<file path="config.mk">
export PLATFORM = sky130hd
export DESIGN_NAME = output_deskew_control
export DESIGN_NICKNAME = d
export VERILOG_FILES = /design/src/rtl/tpu_ctrl_pkg.sv /design/src/rtl/skew_delay_line.sv /design/src/rtl/output_deskew_control.sv
export SDC_FILE = /design/constraint.sdc
export NUM_CORES = 2
export LEC_CHECK = 0
export CAP_MARGIN = 20
export CORE_UTILIZATION = 47
export CTS_CLUSTER_DIAMETER = 120
export DETAILED_ROUTE_END_ITERATION = 8
export PLACE_DENSITY = 0.66
export SLEW_MARGIN = 30
export SYNTH_ARGS = -nofsm -noshare
export SYNTH_HDL_FRONTEND = slang
export SYNTH_SLANG_ARGS = --single-unit
</file>
<file path="constraint.sdc">
create_clock -name clk -period 4.25 [get_ports clk]
set_input_delay 0.6375 -clock clk [delete_from_list [all_inputs] [get_ports clk]]
set_output_delay 0.6375 -clock clk [all_outputs]
set_load 0.03 [all_outputs]
</file>
<file path="src/rtl/tpu_ctrl_pkg.sv">
// Shared encodings and width helpers for the MMU sequencing controllers.
package tpu_ctrl_pkg;

  typedef enum logic [1:0] {
    ST_IDLE   = 2'd0,
    ST_FILL   = 2'd1,
    ST_DRAIN  = 2'd2,
    ST_FINISH = 2'd3
  } drain_state_t;

  localparam int DEF_WIDTH  = 16;
  localparam int DEF_DATA_W = 16;
  localparam int DEF_ADDR_W = 8;

  // Sized so that 2^addr_w rows plus the full staircase never overflow.
  function automatic int cyc_cnt_w(input int addr_w, input int width);
    return addr_w + 1 + $clog2(width) + 1;
  endfunction

  function automatic int row_cnt_w(input int addr_w);
    return addr_w + 1;
  endfunction

endpackage

</file>
<file path="src/rtl/skew_delay_line.sv">
// DEPTH-stage shift register used to re-align one skewed array column.
module skew_delay_line #(
  parameter int DEPTH  = 1,
  parameter int DATA_W = 16
) (
  input  logic              clk,
  input  logic              reset,
  input  logic              en,
  input  logic [DATA_W-1:0] d,
  output logic [DATA_W-1:0] q
);

  if (DEPTH == 0) begin : g_pass
    logic unused_ctl;
    assign unused_ctl = ^{clk, reset, en};
    assign q = d;
  end else begin : g_shift
    logic [DATA_W-1:0] stg [DEPTH];

    always_ff @(posedge clk or negedge reset) begin
      if (!reset) begin
        for (int i = 0; i < DEPTH; i++) stg[i] <= '0;
      end else if (en) begin
        stg[0] <= d;
        for (int i = 1; i < DEPTH; i++) stg[i] <= stg[i-1];
      end
    end

    assign q = stg[DEPTH-1];
  end

endmodule

</file>
<file path="src/rtl/output_deskew_control.sv">
// Drain-side staircase enable, column de-skew and output buffer write sequencer.
//
//   state     | meaning
//   ----------+-----------------------------------------------------
//   ST_IDLE   | waiting for active; latches row count and base address
//   ST_FILL   | staircase col_en running, delay lines shifting
//   ST_DRAIN  | last aligned row being written
//   ST_FINISH | one-cycle done pulse
module output_deskew_control
  import tpu_ctrl_pkg::*;
#(
  parameter int WIDTH  = DEF_WIDTH,
  parameter int DATA_W = DEF_DATA_W,
  parameter int ADDR_W = DEF_ADDR_W
) (
  input  logic                    clk,
  input  logic                    reset,
  input  logic                    active,
  input  logic [ADDR_W:0]         num_rows,
  input  logic [ADDR_W-1:0]       base_addr,
  input  logic [WIDTH*DATA_W-1:0] col_data,
  output logic [WIDTH-1:0]        col_en,
  output logic                    wr_en,
  output logic [ADDR_W-1:0]       wr_addr,
  output logic [WIDTH*DATA_W-1:0] wr_data,
  output logic                    busy,
  output logic                    done
);

  localparam int CNT_W = cyc_cnt_w(ADDR_W, WIDTH);
  localparam int ROW_W = row_cnt_w(ADDR_W);

  drain_state_t            state_q, state_d;
  logic [CNT_W-1:0]        cyc_q;
  logic [ROW_W-1:0]        row_q;
  logic [ROW_W-1:0]        num_q;
  logic [ADDR_W-1:0]       base_q;
  logic [CNT_W-1:0]        n_c;
  logic                    last_fill;
  logic                    write_nxt;
  logic [WIDTH*DATA_W-1:0] aligned;

  assign n_c  = CNT_W'(num_q);
  assign busy = (state_q == ST_FILL) || (state_q == ST_DRAIN);
  assign done = (state_q == ST_FINISH);

  // cyc_q counts cycles from T0; the last column's window closes at N+WIDTH-2.
  assign last_fill = (cyc_q == n_c + CNT_W'(WIDTH - 2));
  assign write_nxt = (state_q == ST_FILL) &&
                     (cyc_q >= CNT_W'(WIDTH - 1)) &&
                     (cyc_q <  n_c + CNT_W'(WIDTH - 1));

  always_comb begin
    col_en = '0;
    if (state_q == ST_FILL) begin
      for (int j = 0; j < WIDTH; j++) begin
        col_en[j] = (cyc_q >= CNT_W'(j)) && (cyc_q < n_c + CNT_W'(j));
      end
    end
  end

  always_comb begin
    state_d = state_q;
    case (state_q)
      ST_IDLE:   if (active) state_d = (num_rows != '0) ? ST_FILL : ST_FINISH;
      ST_FILL:   if (last_fill) state_d = ST_DRAIN;
      ST_DRAIN:  state_d = ST_FINISH;
      ST_FINISH: state_d = ST_IDLE;
      default:   state_d = ST_IDLE;
    endcase
  end

  always_ff @(posedge clk or negedge reset) begin
    if (!reset) state_q <= ST_IDLE;
    else        state_q <= state_d;
  end

  always_ff @(posedge clk or negedge reset) begin
    if (!reset) begin
      cyc_q  <= '0;
      row_q  <= '0;
      num_q  <= '0;
      base_q <= '0;
    end else begin
      if (state_q == ST_IDLE && active) begin
        num_q  <= num_rows;
        base_q <= base_addr;
        cyc_q  <= '0;
        row_q  <= '0;
      end else if (busy) begin
        cyc_q <= cyc_q + CNT_W'(1);
      end
      if (write_nxt) row_q <= row_q + ROW_W'(1);
    end
  end

  always_ff @(posedge clk or negedge reset) begin
    if (!reset) begin
      wr_en   <= 1'b0;
      wr_addr <= '0;
      wr_data <= '0;
    end else begin
      wr_en <= write_nxt;
      if (write_nxt) begin
        wr_addr <= base_q + row_q[ADDR_W-1:0];
        wr_data <= aligned;
      end
    end
  end

  // Gating with col_en keeps off-window samples out of the delay lines.
  for (genvar j = 0; j < WIDTH; j++) begin : g_col
    logic [DATA_W-1:0] col_in;
    assign col_in = col_en[j] ? col_data[j*DATA_W +: DATA_W] : '0;

    skew_delay_line #(
      .DEPTH  (WIDTH - 1 - j),
      .DATA_W (DATA_W)
    ) u_dly (
      .clk   (clk),
      .reset (reset),
      .en    (busy),
      .d     (col_in),
      .q     (aligned[j*DATA_W +: DATA_W])
    );
  end

endmodule

</file>
==> qor.yml <==
clocking:
  cts_buffers: 221
  cts_root_buffer: "clkbuf_16"
  clk_latency_ps: 860
  cts_tree: "yes"
  h-tree-depth: 4
  path_clk_slew_ps: 60
  clock_path_buffers: 3
  clkSinkCount: 2226
pwr:
  p_leak_nw: 52.4
  power_density_mw_per_mm2: 735
  finalPower_mw: 79.0
  max-vdd-ir-drop_mv: 0.549
place:
  place_congestion: 0.893
  post-dp-hpwl_um: 126000
  place_area_mm2: 0.0983
  io_buffers: 558
logic_synthesis:
  synth_top_area_frac: 0.627
  synth-edff-count: 0
  async_flop_share: 1.00
  synth_compound_area_frac: 0.0376
  synth_ff_type: "dfrtp_1"
  yosysWarningCount: 0
  synthSimpleGateAreaFrac: 0.0277
  synth_cell_types: 71
  syn_area_per_cell_um2: 15.5
  netlist_instances: 5725
  synth_top_family_by_area: "multiplexers"
  synth_xor_area_frac: 0.00976
  synth_mux_area_frac: 0.257
  synthTopCellsByArea: "dfrtp_1, mux2_2, mux2_4, ha_1, o2bb2ai_1"
  synth-adder-area-share: 0.0225
  ys_seq_area_frac: 0.627
  ys_seq_elements: 2226
  synth_area_mm2: 0.0888
  yosysTopAreaCell: "dfrtp_1"
  syn_nets: 6160
sta:
  slew_headroom: 0.351
  period_minus_slack_ps: 4220
  setup_viol: 0
  rsz0062_at_grt: "true"
  max_clock_freq_mhz: 237
  finalMaxSlewViolations: 0
  worst_pin_slew_ps: 974
  hold_viol_final: 0
  final_min_period_over_clock_period: 0.993
  clock_skew_ps: 90.8
finish:
  area_growth_pct: 20.9
  regArea_mm2: 0.0557
  multiInputGateArea_mm2: 0.0321
  final_area_mm2: 0.107
  fin_nets: 6869
  final_common_cell: "dfrtp_1"
  layout-drive-gt1-share: 0.412
  final_cell_mix: "dfrtp_1, mux2_2, clkdlybuf4s50_1"
  fill_cells: 14975
worst_setup_path:
  r2r-start: "num_q[2]$_DFFE_PN0P_"
  worstSetupStartpointType: "flop"
  r2r-end: "wr_data[182]$_DFFE_PN0P_"
  slowest_stage: "dfrtp_1"
  reg2reg_depth: 17
  cp.required_ps: 3610
  regToRegSetupSlack_ps: 620
  cp_top_family: "compound AO/OA/AOI/OAI gates"
  slowest_delay_ps: 410
  endpoint_kind: "output pin"
  cp_num_cells: 12
  critPathKind: "flop to output pin"
  cp_max_fo: 6
  worstPathArrival_ps: 3580
  path_buf_inv: 6
  crit_chain: "buf_8, buf_4, buf_4, xor2_4, inv_1, ha_4, a21o_1, a21o_1, a221o_1, a311oi_4, buf_12, buf_8"
drt:
  vias: 47722
  routed_wl_um: 186000
  first_iter_violations: 2587
  avgViaCountPerCell: 5.23
  wl_per_cell_um: 20.3
  drc: 94
  drt_pass1_iterations: 8
  final_antenna_net_count: 0
min_path:
  min_to: "g_col[3].u_dly.g_shift.stg[183]$_DFFE_PN0P_"
  min_path_cells: 3
  hold_class: "input port to flop"
  hp-start: "col_data[55]"
job:
  drv_cap: 0
global_route:
  grt_pass1_wl_um: 297000
  grt_start_max_net_pins: 185
  grt_util_all_layers: 0.198
  grt-ovfl-total: 0
  antenna_found_initial: 42
  grt_pass1_vias: 50486
floorplan:
  pin_count: 559
  rows: 159
  die-area_mm2: 0.191
  start_util: 0.473
  core-area_mm2: 0.188
  die_y_um: 437
  die_x_um: 437
run_status:
  violations: "DRC"
  outcome: "finished, violations left"
-- worst max-delay path by stage --
stage                     slack (ps)          to                 start
after floorplan                   80  col_en[14]  num_q[3]$_DFFE_PN0P_
after global placement           240  col_en[13]  num_q[2]$_DFFE_PN0P_
after detailed placement         170  col_en[14]  num_q[1]$_DFFE_PN0P_
after CTS                       -100   col_en[9]  num_q[2]$_DFFE_PN0P_
after global routing            -110  col_en[11]  num_q[1]$_DFFE_PN0P_
final                             30  col_en[14]  num_q[3]$_DFFE_PN0P_
-- state kept, by name, indices dropped and copies added, names as in the netlist --
name and cells:
base_q 8, cyc_q 14, g_col.u_dly.g_shift.stg 1680, g_col.u_dly.q 240
num_q 9, row_q 8, state_q 2, wr_addr 8
wr_data 256, wr_en 1
-- power breakdown --
part / internal, mW / leakage, nW / switching (mW)
Combinational: 14.1 / 18.0 / 13.9
Sequential: 27.3 / 30.5 / 3.21
Clock: 12.1 / 3.86 / 8.36
-- worst register-to-register path, cell delays in order (launching register included) --
cell and delay, ps:
dfrtp_2 410, inv_4 70, buf_6 130, ha_1 160, nand2_1 90, nand2_2 70
buf_4 140, a21oi_4 170, nor2_1 80, xnor2_1 130, ha_1 300, a211oi_2 210
nor2_2 80, a2111oi_4 240, and2_4 380, buf_12 270, buf_12 250, mux2_4 330
-- layer usage --
layer	routed length, µm	up-vias	global-route usage	part of all wire
li1	-	21896	-	-
met1	79900	24758	0.258	0.43
met2	93000	702	0.331	0.50
met3	6260	352	0.0320	0.034
met4	6470	14	0.0770	0.035
met5	87	-	0	0.00047
-- cell type report --
| class | instances | area share |
|---|---|---|
| clock inverter | 79 | 0.0121 |
| multi-input combinational | 3123 | 0.299 |
| clock buffer | 332 | 0.0612 |
| inverter | 52 | 0.00201 |
| tap | 2495 | 0.0291 |
| sequential | 2226 | 0.519 |
| antenna | 13 | 0.000303 |
| timing repair buffer | 810 | 0.0774 |
-- Yosys cell counts (12+ instances only) --
cell       count
a31o_1        19
a21o_1        22
a21oi_1       47
mux2_2      1719
dfrtp_1     2226
nand2_1      195
clkbuf_1     281
nand3_1       74
o2bb2ai_1    176
nor2_1        64
inv_1         45
mux2_4       224
nand4_1       12
buf_6         26
ha_1         158
o21ai_0       26
xnor2_1       88
a31o_2        46
nor2b_1       80
-- logic make-up (layout without fill, tap and decap cells) --
family                     Yosys count  count (layout)
DFF                               2226            2226
other                                0              13
AOI/OAI and AO/OA                  417             417
xor gates and xnor gates            99              99
buffers and inverters              376            1273
muxes                             1952            1952
adders and majority gates          159             159
and+or+nand+nor                    496             496
-- stage by stage --
| stage | hold slack [ps] | cells | setup slack, ps | TNS (ps) | util |
|---|---|---|---|---|---|
| finish | 317 | 9130 | 30.7 | 0 | 0.572 |
| global route | 281 | 9128 | -111 | -758 | 0.572 |
| CTS | 224 | 9098 | -102 | -260 | 0.569 |
| detailed placement | 467 | 8654 | 166 | 0 | 0.524 |
| global placement | 464 | 8654 | 242 | 0 | 0.524 |
| floorplan | 342 | 5725 | 81.1 | 0 | - |
-- timing repair --
action                                 4_1_cts  5_1_grt
hold buffers                                 1        0
resized for setup                          123       65
setup endpoints to repair                   16       15
pin swaps                                   27       40
setup buffers                               32       18
endpoints found under the hold margin       94        0
(Power assumes the default switching activity.)
